--- src/rtl/sram_arb_pkg.sv ---
// Shared defaults, priority-mode encodings and the port-index width helper.
// No logic of its own.
// Not applicable.
package sram_arb_pkg;

  localparam int DEF_NUM_PORTS  = 4;
  localparam int DEF_ADDR_WIDTH = 18;
  localparam int DEF_DATA_WIDTH = 32;
  localparam int DEF_RD_DEPTH   = 8;

  localparam int PRIO_RR    = 0;
  localparam int PRIO_FIXED = 1;

  // Width needed to hold a port index; never narrower than one bit.
  function automatic int port_w(input int n);
    return (n < 2) ? 1 : $clog2(n);
  endfunction

endpackage

--- src/rtl/sram_arb_if.sv ---
// Bundle of request-port, response and SRAM-command signals of the arbiter.
// Pure wiring, no latency.
// Requests use valid/ready; responses and read data strobes cannot be stalled.
interface sram_arb_if #(
  parameter int NUM_PORTS  = 4,
  parameter int ADDR_WIDTH = 18,
  parameter int DATA_WIDTH = 32,
  parameter int MASK_WIDTH = DATA_WIDTH / 8
);
  logic [NUM_PORTS-1:0]            req_valid;
  logic [NUM_PORTS-1:0]            req_ready;
  logic [NUM_PORTS*MASK_WIDTH-1:0] req_mask;
  logic [NUM_PORTS*ADDR_WIDTH-1:0] req_addr;
  logic [NUM_PORTS*DATA_WIDTH-1:0] req_data;
  logic [NUM_PORTS-1:0]            rsp_valid;
  logic [DATA_WIDTH-1:0]           rsp_data;
  logic                            sram_addr_valid;
  logic                            sram_ready;
  logic [ADDR_WIDTH-1:0]           sram_addr;
  logic [DATA_WIDTH-1:0]           sram_data_in;
  logic [MASK_WIDTH-1:0]           sram_write_mask;
  logic [DATA_WIDTH-1:0]           sram_data_out;
  logic                            sram_data_out_valid;

  // Client engines plus SRAM controller side.
  modport master (
    output req_valid, req_mask, req_addr, req_data,
    input  req_ready, rsp_valid, rsp_data,
    input  sram_addr_valid, sram_addr, sram_data_in, sram_write_mask,
    output sram_ready, sram_data_out, sram_data_out_valid
  );

  // Arbiter side.
  modport slave (
    input  req_valid, req_mask, req_addr, req_data,
    output req_ready, rsp_valid, rsp_data,
    output sram_addr_valid, sram_addr, sram_data_in, sram_write_mask,
    input  sram_ready, sram_data_out, sram_data_out_valid
  );

endinterface

--- src/rtl/sram_arb_tag_fifo.sv ---
// In-flight read tag FIFO: remembers which port issued each outstanding read.
// Pop data is the head entry, valid combinationally while not empty.
// No internal backpressure; caller never pushes when full nor pops when empty.
module sram_arb_tag_fifo #(
  parameter int WIDTH = 2,
  parameter int DEPTH = 8
) (
  input  logic                     clk,
  input  logic                     rst,
  input  logic                     push_i,
  input  logic [WIDTH-1:0]         push_dat_i,
  input  logic                     pop_i,
  output logic [WIDTH-1:0]         pop_dat_o,
  output logic                     empty_o,
  output logic [$clog2(DEPTH):0]   count_o
);
  localparam int AW = $clog2(DEPTH);

  logic [WIDTH-1:0] mem_q [DEPTH];
  logic [AW-1:0]    wr_ptr_q, rd_ptr_q;
  logic [AW:0]      cnt_q, cnt_d;

  // Storage needs no reset: entries are only read after being written.
  always_ff @(posedge clk) begin
    if (push_i) mem_q[wr_ptr_q] <= push_dat_i;
  end

  // Occupancy follows push/pop; both together leave it unchanged.
  always_comb begin
    cnt_d = cnt_q;
    case ({push_i, pop_i})
      2'b10:   cnt_d = cnt_q + (AW+1)'(1);
      2'b01:   cnt_d = cnt_q - (AW+1)'(1);
      default: cnt_d = cnt_q;
    endcase
  end

  // Pointers wrap naturally since the depth is a power of two.
  always_ff @(posedge clk or posedge rst) begin
    if (rst) begin
      wr_ptr_q <= '0;
      rd_ptr_q <= '0;
      cnt_q    <= '0;
    end else begin
      if (push_i) wr_ptr_q <= wr_ptr_q + AW'(1);
      if (pop_i)  rd_ptr_q <= rd_ptr_q + AW'(1);
      cnt_q <= cnt_d;
    end
  end

  assign pop_dat_o = mem_q[rd_ptr_q];
  assign empty_o   = (cnt_q == '0);
  assign count_o   = cnt_q;

endmodule

--- src/rtl/sram_port_arbiter.sv ---
// N-port read/write arbiter feeding one SRAM command register, with read data routed back by tag.
// Grant to sram_addr_valid: 1 cycle; read strobe to rsp_valid: 1 cycle.
// Ports stall while the command register is held or read credit is exhausted; responses cannot stall.
module sram_port_arbiter
  import sram_arb_pkg::*;
#(
  parameter int NUM_PORTS     = DEF_NUM_PORTS,
  parameter int ADDR_WIDTH    = DEF_ADDR_WIDTH,
  parameter int DATA_WIDTH    = DEF_DATA_WIDTH,
  parameter int MASK_WIDTH    = DATA_WIDTH / 8,
  parameter int RD_DEPTH      = DEF_RD_DEPTH,
  parameter int PRIORITY_MODE = PRIO_RR
) (
  input  logic                      clock,
  input  logic                      reset,
  sram_arb_if.slave                 bus,
  output logic [$clog2(RD_DEPTH):0] rd_outstanding,
  output logic                      rsp_orphan
);
  localparam int PW = port_w(NUM_PORTS);
  localparam int SW = PW + 1;
  localparam int CW = $clog2(RD_DEPTH) + 1;

  logic [NUM_PORTS-1:0]  is_wr, elig, gnt_oh;
  logic                  credit_ok, cmd_free, gnt_any, grant_fire, push, pop;
  logic [PW-1:0]         gnt_idx, cand, last_q, pop_tag;
  logic [SW-1:0]         sum;
  logic                  fifo_empty;

  logic                  cmd_vld_q, cmd_vld_d;
  logic [ADDR_WIDTH-1:0] cmd_addr_q, cmd_addr_d;
  logic [DATA_WIDTH-1:0] cmd_data_q, cmd_data_d;
  logic [MASK_WIDTH-1:0] cmd_mask_q, cmd_mask_d;
  logic [NUM_PORTS-1:0]  rsp_vld_q, rsp_vld_d;
  logic [DATA_WIDTH-1:0] rsp_dat_q, rsp_dat_d;
  logic                  orphan_q, orphan_d;

  // Reads are reserved at grant, so credit counts held as well as issued reads.
  assign credit_ok = (rd_outstanding < CW'(RD_DEPTH));
  assign cmd_free  = ~cmd_vld_q | bus.sram_ready;

  // A non-zero mask marks a write; writes bypass read credit.
  always_comb begin
    is_wr = '0;
    elig  = '0;
    for (int i = 0; i < NUM_PORTS; i++) begin
      is_wr[i] = |bus.req_mask[i*MASK_WIDTH +: MASK_WIDTH];
      elig[i]  = bus.req_valid[i] & (is_wr[i] | credit_ok);
    end
  end

  // Pick one eligible port: fixed order from 0, or round-robin starting after last grant.
  always_comb begin
    gnt_any = 1'b0;
    gnt_idx = '0;
    cand    = '0;
    sum     = '0;
    for (int k = 0; k < NUM_PORTS; k++) begin
      if (PRIORITY_MODE == PRIO_FIXED) begin
        cand = PW'(k);
      end else begin
        sum = SW'(last_q) + SW'(k + 1);
        if (sum >= SW'(NUM_PORTS)) sum = sum - SW'(NUM_PORTS);
        cand = sum[PW-1:0];
      end
      if (!gnt_any && elig[cand]) begin
        gnt_any = 1'b1;
        gnt_idx = cand;
      end
    end
  end

  assign gnt_oh        = gnt_any ? (NUM_PORTS'(1) << gnt_idx) : '0;
  assign grant_fire    = cmd_free & gnt_any;
  assign bus.req_ready = cmd_free ? gnt_oh : '0;
  assign push          = grant_fire & ~is_wr[gnt_idx];
  assign pop           = bus.sram_data_out_valid & ~fifo_empty;

  // Load the command register on a grant, otherwise drop it once the controller takes it.
  always_comb begin
    cmd_vld_d  = cmd_vld_q;
    cmd_addr_d = cmd_addr_q;
    cmd_data_d = cmd_data_q;
    cmd_mask_d = cmd_mask_q;
    if (grant_fire) begin
      cmd_vld_d  = 1'b1;
      cmd_addr_d = bus.req_addr[int'(gnt_idx)*ADDR_WIDTH +: ADDR_WIDTH];
      cmd_data_d = bus.req_data[int'(gnt_idx)*DATA_WIDTH +: DATA_WIDTH];
      cmd_mask_d = bus.req_mask[int'(gnt_idx)*MASK_WIDTH +: MASK_WIDTH];
    end else if (bus.sram_ready) begin
      cmd_vld_d  = 1'b0;
    end
  end

  // Returning data goes to the oldest tag; a strobe with nothing pending is flagged sticky.
  always_comb begin
    rsp_vld_d = '0;
    rsp_dat_d = rsp_dat_q;
    orphan_d  = orphan_q;
    if (pop) begin
      rsp_vld_d = NUM_PORTS'(1) << pop_tag;
      rsp_dat_d = bus.sram_data_out;
    end
    if (bus.sram_data_out_valid && fifo_empty) orphan_d = 1'b1;
  end

  // State registers; reset starts round-robin so port 0 wins first.
  always_ff @(posedge clock or posedge reset) begin
    if (reset) begin
      cmd_vld_q  <= 1'b0;
      cmd_addr_q <= '0;
      cmd_data_q <= '0;
      cmd_mask_q <= '0;
      rsp_vld_q  <= '0;
      rsp_dat_q  <= '0;
      orphan_q   <= 1'b0;
      last_q     <= PW'(NUM_PORTS - 1);
    end else begin
      cmd_vld_q  <= cmd_vld_d;
      cmd_addr_q <= cmd_addr_d;
      cmd_data_q <= cmd_data_d;
      cmd_mask_q <= cmd_mask_d;
      rsp_vld_q  <= rsp_vld_d;
      rsp_dat_q  <= rsp_dat_d;
      orphan_q   <= orphan_d;
      if (grant_fire) last_q <= gnt_idx;
    end
  end

  sram_arb_tag_fifo #(
    .WIDTH (PW),
    .DEPTH (RD_DEPTH)
  ) u_tag_fifo (
    .clk        (clock),
    .rst        (reset),
    .push_i     (push),
    .push_dat_i (gnt_idx),
    .pop_i      (pop),
    .pop_dat_o  (pop_tag),
    .empty_o    (fifo_empty),
    .count_o    (rd_outstanding)
  );

  assign bus.sram_addr_valid = cmd_vld_q;
  assign bus.sram_addr       = cmd_addr_q;
  assign bus.sram_data_in    = cmd_data_q;
  assign bus.sram_write_mask = cmd_mask_q;
  assign bus.rsp_valid       = rsp_vld_q;
  assign bus.rsp_data        = rsp_dat_q;
  assign rsp_orphan          = orphan_q;

endmodule
--- src/flat_wrapper.sv ---
// flat-port wrapper written by rule: the top's interface ports become plain ports
module sram_port_arbiter_flat import sram_arb_pkg::*;
#(
  parameter int NUM_PORTS     = DEF_NUM_PORTS,
  parameter int ADDR_WIDTH    = DEF_ADDR_WIDTH,
  parameter int DATA_WIDTH    = DEF_DATA_WIDTH,
  parameter int MASK_WIDTH    = DATA_WIDTH / 8,
  parameter int RD_DEPTH      = DEF_RD_DEPTH,
  parameter int PRIORITY_MODE = PRIO_RR
)
  (clock, reset, rd_outstanding, rsp_orphan, bus_req_valid, bus_req_mask, bus_req_addr, bus_req_data, bus_req_ready, bus_rsp_valid, bus_rsp_data, bus_sram_addr_valid, bus_sram_addr, bus_sram_data_in, bus_sram_write_mask, bus_sram_ready, bus_sram_data_out, bus_sram_data_out_valid);
  sram_arb_if #(.NUM_PORTS(NUM_PORTS), .ADDR_WIDTH(ADDR_WIDTH), .DATA_WIDTH(DATA_WIDTH), .MASK_WIDTH(MASK_WIDTH)) bus_i ();
  input  logic clock;
  input  logic reset;
  output logic [$clog2(RD_DEPTH):0] rd_outstanding;
  output logic rsp_orphan;
  input wire logic [$bits(bus_i.req_valid)-1:0] bus_req_valid;
  input wire logic [$bits(bus_i.req_mask)-1:0] bus_req_mask;
  input wire logic [$bits(bus_i.req_addr)-1:0] bus_req_addr;
  input wire logic [$bits(bus_i.req_data)-1:0] bus_req_data;
  output wire logic [$bits(bus_i.req_ready)-1:0] bus_req_ready;
  output wire logic [$bits(bus_i.rsp_valid)-1:0] bus_rsp_valid;
  output wire logic [$bits(bus_i.rsp_data)-1:0] bus_rsp_data;
  output wire logic [$bits(bus_i.sram_addr_valid)-1:0] bus_sram_addr_valid;
  output wire logic [$bits(bus_i.sram_addr)-1:0] bus_sram_addr;
  output wire logic [$bits(bus_i.sram_data_in)-1:0] bus_sram_data_in;
  output wire logic [$bits(bus_i.sram_write_mask)-1:0] bus_sram_write_mask;
  input wire logic [$bits(bus_i.sram_ready)-1:0] bus_sram_ready;
  input wire logic [$bits(bus_i.sram_data_out)-1:0] bus_sram_data_out;
  input wire logic [$bits(bus_i.sram_data_out_valid)-1:0] bus_sram_data_out_valid;
  assign bus_i.req_valid = bus_req_valid;
  assign bus_i.req_mask = bus_req_mask;
  assign bus_i.req_addr = bus_req_addr;
  assign bus_i.req_data = bus_req_data;
  assign bus_req_ready = bus_i.req_ready;
  assign bus_rsp_valid = bus_i.rsp_valid;
  assign bus_rsp_data = bus_i.rsp_data;
  assign bus_sram_addr_valid = bus_i.sram_addr_valid;
  assign bus_sram_addr = bus_i.sram_addr;
  assign bus_sram_data_in = bus_i.sram_data_in;
  assign bus_sram_write_mask = bus_i.sram_write_mask;
  assign bus_i.sram_ready = bus_sram_ready;
  assign bus_i.sram_data_out = bus_sram_data_out;
  assign bus_i.sram_data_out_valid = bus_sram_data_out_valid;
  sram_port_arbiter #(.NUM_PORTS(NUM_PORTS), .ADDR_WIDTH(ADDR_WIDTH), .DATA_WIDTH(DATA_WIDTH), .MASK_WIDTH(MASK_WIDTH), .RD_DEPTH(RD_DEPTH), .PRIORITY_MODE(PRIORITY_MODE)) u_core (.clock(clock), .reset(reset), .bus(bus_i), .rd_outstanding(rd_outstanding), .rsp_orphan(rsp_orphan));
endmodule
--- config.mk ---
export PLATFORM = sky130hd
export DESIGN_NAME = sram_port_arbiter_flat
export DESIGN_NICKNAME = d
export VERILOG_FILES = /design/src/rtl/sram_arb_pkg.sv /design/src/rtl/sram_arb_if.sv /design/src/rtl/sram_arb_tag_fifo.sv /design/src/rtl/sram_port_arbiter.sv /design/src/flat_wrapper.sv
export SDC_FILE = /design/constraint.sdc
export NUM_CORES = 1
export LEC_CHECK = 0
export ABC_CLOCK_PERIOD_IN_PS = 5150
export CORE_AREA = 2 2 138 140
export CTS_CLUSTER_DIAMETER = 30
export DETAILED_ROUTE_END_ITERATION = 10
export DIE_AREA = 0 0 140 142
export HOLD_SLACK_MARGIN = 0.06
export PLACE_DENSITY = 0.74
export SKIP_CTS_REPAIR_TIMING = 1
export SYNTH_ARGS = -nofsm -noshare
export SYNTH_HDL_FRONTEND = slang
export SYNTH_HIERARCHICAL = 1
export SYNTH_SLANG_ARGS = --single-unit
--- constraint.sdc ---
create_clock -name clock -period 5.15 [get_ports clock]
set_input_delay 0.515 -clock clock [delete_from_list [all_inputs] [get_ports clock]]
set_output_delay 0.515 -clock clock [all_outputs]
set_load 0.01 [all_outputs]
==> impl_metrics.py, run 1 <==
metrics = {
    "floorplanning": {
        "die_h_um": 142,
        "fp.coreArea_um2": 18500,
        "die-area_um2": 19900,
        "start_util_pct": 37.7,
        "rows": 50,
        "top_level_ports": 356,
        "die_w_um": 140,
    },
    "timing": {
        "rsz0062_at_grt": "no",
        "period_needed_ns": 4.67,
        "fin_ws_ns": 0.482,
        "slew_viol_final": 0,
        "setup_tns_ns": 0,
        "setup_violations": 0,
        "hold_viol": 0,
        "worst_pin_slew_ns": 0.956,
        "slew_headroom_pct": 36.3,
        "finalCritPeriodShare_pct": 90.6,
        "finClkSkew_ns": 0.0132,
        "max_freq_ghz": 0.214,
    },
    "worst_setup_path": {
        "arrival_ns": 4.15,
        "crit_type": "in -> out",
        "r2r_cells": 11,
        "cp.required_ns": 4.64,
        "critPathLaunchType": "primary input",
        "cp-end-kind": "primary output",
        "crit_path_max_fanout": 39,
    },
    "cells_and_area": {
        "layout_common_cells": "355 x clkdlybuf4s50_1, 102 x dfrtp_1, 75 x o21ai_0",
        "drive_gt1_share_pct": 14.0,
        "finalNetCount": 1272,
        "n_antenna_cell": 0,
        "final_core_util_pct": 61.2,
        "layout_commonest_cell": "clkdlybuf4s50_1",
        "syn2layout_area_growth_pct": 62.3,
    },
    "synthesis": {
        "syn_area_per_cell_um2": 10.3,
        "synth_top_cell_area_share_pct": 36.7,
        "netlist_area_um2": 6960,
        "synthCells": 677,
        "synth_ff_type": "dfrtp_1",
        "yosysUniqueCellTypes": 65,
        "synthTopCellsByArea": "dfrtp_1 37%, edfxtp_1 6.9%, mux2_2 6.0%, o21ai_0 5.4%, mux2i_1 5.3%",
        "synth-edff-count": 16,
        "synthArstFlopShare_pct": 86.7,
        "synth_nets": 938,
        "yosysSeqAreaShare_pct": 44.3,
        "yosys.area.top_type": "dfrtp_1",
        "synth-warning-count": 6,
        "ys_seq_elements": 120,
    },
    "power_and_ir_drop": {
        "p_total_w": 0.00457,
        "ir_drop_uv": 256,
        "power_density_nw_per_um2": 405,
        "p_leak_nw": 4.37,
    },
    "clocking": {
        "clock-sinks": 120,
        "cts_buffers": 17,
        "cts_root_buffer": "clkbuf_16",
        "path_clk_slew_ns": 0.05,
        "clk_latency_ns": 0.42,
        "cts_tree": "yes",
        "htree_levels": 4,
        "cts_buffer_depth": 2,
    },
    "drt": {
        "wl_per_cell_um": 19.5,
        "remaining_drc_errors": 22,
        "drt_iter0_markers": 461,
        "antenna_left": 0,
        "vias": 6932,
        "vias_per_cell": 5.51,
        "firstDrtPassIters": 10,
        "wirelength_um": 24500,
    },
    "global_routing": {
        "grt_max_degree": 93,
        "grt_pass1_vias": 6734,
        "grt_use_total_pct": 24.3,
        "antenna_found_initial": 0,
        "overflow": 0,
        "grt_pass1_wl_um": 37600,
    },
    "place": {
        "dp_hpwl_um": 18400,
        "pre_cts_ws_ns": 0.221,
        "port-buffer-count": 355,
        "gp_congestion": 0.912,
    },
    "flow_run": {
        "cap_violations": 0,
    },
    "status": {
        "status": "complete, but fails checks",
        "violations": "design-rule violations",
    },
    "min_path": {
        "hold_path.class": "in -> async",
    },
}
[power breakdown]
group          leakage [nW]  internal, W  total, W  switching (W)
combinational          2.75      0.00106   0.00196       0.000902
sequential             1.34      0.00125   0.00146       0.000215
clock                 0.281     0.000732   0.00114       0.000412
[metal layers]
| layer | part of all wire, % | global-route usage, % |
|---|---|---|
| met5 | 0 | 0 |
| met2 | 50 | 41.0 |
| met1 | 40 | 30.9 |
| met4 | 2.4 | 8.83 |
| met3 | 7.9 | 5.32 |
[state kept, by name, indices dropped and copies added (netlist names)]
register	count
u_core/bus.sram_data_in	32
u_core/bus.rsp_valid	4
u_core/u_tag_fifo/mem_q	16
u_core/bus.sram_addr	18
u_core/last_q	2
u_core/u_tag_fifo/wr_ptr_q	3
u_core/bus.sram_addr_valid	1
u_core/u_tag_fifo/rd_ptr_q	3
u_core/u_tag_fifo/count_o	4
u_core/bus.rsp_data	32
u_core/rsp_orphan	1
u_core/bus.sram_write_mask	4
[layout make-up]
class	instances	area [um^2]
Sequential cell	120	3090
Tap cell	234	293
Inverter	29	111
Timing Repair Buffer	371	3670
Clock buffer	23	468
Fill cell	1570	7170
Multi-Input combinational cell	472	3560
Clock inverter	8	97.6
[per-stage QoR]
step	instance area, um^2	std cells	hold slack (ns)
6_report	11300	1257	0.482
5_1_grt	11300	1257	0.486
4_1_cts	11300	1257	0.477
3_5_place_dp	10700	1226	0.475
3_3_place_gp	10700	1226	0.454
2_1_floorplan	6960	677	0.355
[cells by family (layout without fill, tap and decap cells)]
kind of cell | after synthesis | count (layout) | synth area share [%]
buffers and inverters | 85 | 431 | 5.29
adders and majority gates | 5 | 5 | 0.899
and+or+nand+nor | 126 | 126 | 9.66
AOI/OAI and AO/OA | 255 | 255 | 26.1
xor gates and xnor gates | 7 | 7 | 0.881
DFF | 120 | 120 | 44.3
muxes | 79 | 79 | 12.8
[worst max-delay path, stage by stage]
cell and delay, ns:
clkdlybuf4s50_1 0.45, or4_1 0.65, o21ai_2 0.35, nand2_1 0.12, a21oi_2 0.75, or2_2 0.25
buf_4 0.44, nor3_1 0.10, clkdlybuf4s50_1 0.50
[cell usage after synthesis, drive strengths merged, types with 19 or more instances]
cell type	number
clkbuf	41
mux2i	37
a21oi	24
a31o	36
a221oi	19
inv	28
nor2	68
dfrtp	102
o21ai	79
o31ai	37
mux2	38
[path summary, 6_finish.rpt]
path	startpoint	endpoint	slack, ns
max in group asynchronous	reset	u_core/bus.sram_data_in[24]	3.55
hold / removal	reset	u_core/u_tag_fifo/count_o[3]	0.48
setup / recovery	bus_req_mask[12]	bus_req_ready[2]	0.48
hold reg to reg	u_core/rsp_orphan	u_core/rsp_orphan	0.48
setup reg to reg	u_core/u_tag_fifo/count_o[3]	u_core/u_tag_fifo/count_o[3]	0.97
min in group clock	u_core/rsp_orphan	u_core/rsp_orphan	0.48
(Power assumes the default switching activity.)
==> run 2: changes to the inputs <==
CORE_AREA = default   (was 2 2 138 140)
CORE_MARGIN = 5   (was default)
CORE_UTILIZATION = 41   (was default)
DIE_AREA = default   (was 0 0 140 142)
PLACE_DENSITY = 0.79   (was 0.74)
==> impl_metrics.py, run 2 (synthesized netlist as in run 1, its figures left out) <==
metrics = {
    "worst_setup_path": {
        "slowest_delay_ns": 0.78,
        "critical_path.endpoint": "bus_req_ready[2]",
        "r2r_cells": 11,
        "crit_path_max_fanout": 39,
        "cp_slowest_cell": "a21oi_2",
        "crit_type": "in -> out",
        "cp-end-kind": "primary output",
        "critPathLaunchType": "primary input",
        "cp.required_ns": 4.64,
        "path_cells": "clkdlybuf4s50_1 -> or4_1 -> o21ai_2 -> nand2_1 -> a21oi_2 -> or2_2 -> buf_4 -> nor3_1 -> clkdlybuf4s50_1",
        "arrival_ns": 4.14,
        "crit_start": "bus_req_mask[12]",
        "rrSetupSlack_ns": 0.99,
        "r2r_start": "u_core/u_tag_fifo/count_o[3]",
        "critPathMostFrequentCell": "clkdlybuf4s50_1",
        "worstReg2RegEnd": "u_core/u_tag_fifo/count_o[3]",
    },
    "drt": {
        "drt_iter0_markers": 693,
        "firstDrtPassIters": 5,
        "vias": 7020,
        "wirelength_um": 26200,
        "remaining_drc_errors": 0,
        "antenna_left": 0,
        "vias_per_cell": 5.63,
        "wl_per_cell_um": 21.0,
    },
    "global_routing": {
        "grt_max_degree": 93,
        "antenna_found_initial": 0,
        "grt_pass1_wl_um": 39900,
        "overflow": 0,
        "grt_use_total_pct": 25.9,
        "grt_pass1_vias": 7069,
    },
    "clocking": {
        "cts_buffers": 17,
        "cts_root_buffer": "clkbuf_16",
        "cts_buffer_depth": 2,
        "clock-sinks": 120,
        "clk_latency_ns": 0.43,
        "htree_levels": 4,
        "path_clk_slew_ns": 0.06,
        "cts_tree": "yes",
    },
    "cells_and_area": {
        "layout_commonest_cell": "clkdlybuf4s50_1",
        "syn2layout_area_growth_pct": 62.5,
        "n_antenna_cell": 0,
        "final_core_util_pct": 67.9,
        "layout_common_cells": "355 x clkdlybuf4s50_1, 102 x dfrtp_1, 75 x o21ai_0",
        "finalNetCount": 1274,
        "drive_gt1_share_pct": 14.4,
    },
    "floorplanning": {
        "start_util_pct": 41.8,
        "top_level_ports": 356,
        "die_w_um": 140,
        "fp.coreArea_um2": 16600,
        "rows": 47,
        "die_h_um": 140,
        "die-area_um2": 19700,
    },
    "power_and_ir_drop": {
        "ir_drop_uv": 282,
        "p_comb_share_pct": 43.0,
        "power.switching_w": 0.00158,
        "p_total_w": 0.00463,
        "swShare_pct": 34.2,
        "p_leak_nw": 4.39,
        "pwr-share-seq_pct": 31.6,
        "p_int_w": 0.00305,
        "power_density_nw_per_um2": 409,
        "clockPowerShare_pct": 25.5,
    },
    "place": {
        "dp_hpwl_um": 19800,
        "port-buffer-count": 355,
        "gp_congestion": 0.922,
    },
    "timing": {
        "hold_viol": 0,
        "setup_violations": 0,
        "period_needed_ns": 4.66,
        "rsz0062_at_grt": "no",
        "slew_viol_final": 0,
        "slew_headroom_pct": 34.8,
        "worst_pin_slew_ns": 0.978,
        "finClkSkew_ns": 0.00968,
        "setup_tns_ns": 0,
        "finalCritPeriodShare_pct": 90.5,
        "max_freq_ghz": 0.215,
    },
    "flow_run": {
        "cap_violations": 0,
    },
    "min_path": {
        "hold_path.class": "in -> async",
    },
    "status": {
        "status": "finished clean",
    },
}
==> run 2: cell count changes in the layout (fill, tap and decap cells not counted) <==
cell	before	now
clkinv_4	2	3
clkbuf_1	4	2
clkinvlp_4	0	1
buf_4	16	18
inv_6	0	1
==> run 2: worst min-delay path by stage <==
stage                 startpoint  slack [ns]                       endpoint
6_report                   reset        0.47  u_core/u_tag_fifo/wr_ptr_q[1]
5_1_grt                    reset        0.50  u_core/u_tag_fifo/rd_ptr_q[0]
4_1_cts                    reset        0.48  u_core/u_tag_fifo/rd_ptr_q[0]
3_5_place_dp   u_core/rsp_orphan        0.47              u_core/rsp_orphan
3_3_place_gp   u_core/rsp_orphan        0.46              u_core/rsp_orphan
2_1_floorplan              reset        0.36   u_core/u_tag_fifo/count_o[0]
==> run 2: critical path: cells and delay by family <==
kind	cells	cell delay, ns
AND/OR/NAND/NOR	4	1.10
buffers and inverters	3	1.38
AO/OA/AOI/OAI	2	1.10
==> run 2: final cells by class <==
type	count	area, um^2
fill	1322	5340
timing repair buffer	373	3690
multi-input combinational	472	3560
sequential	120	3090
clock buffer	21	460
tap	220	275
clock inverter	11	123
inverter	29	111
==> run 2: through the flow <==
step	cells	instance area, um^2	hold slack, ns	worst slack (ns)
2_1_floorplan	677	6960	0.355	1.17
3_3_place_gp	1214	10700	0.460	0.344
3_5_place_dp	1214	10700	0.471	0.281
4_1_cts	1246	11300	0.480	0.540
5_1_grt	1246	11300	0.497	0.331
6_report	1246	11300	0.472	0.491
==> run 2: power groups by stage <==
stage / Clock (W) / Sequential (W) / Combinational, W
finish: 0.00118 / 0.00146 / 0.00199
global route: 0.00124 / 0.00151 / 0.00213
CTS: 0.00120 / 0.00146 / 0.00199
detailed placement: 0 / 0.00148 / 0.00198
global placement: 0 / 0.00146 / 0.00196
floorplan: 0 / 0.00154 / 0.000954
==> run 2: per-layer routing <==
layer,track usage (%),part of all wire [%]
met5,0,0
met4,9.33,2.8
met2,44.0,50
met3,7.74,8.8
met1,31.1,39
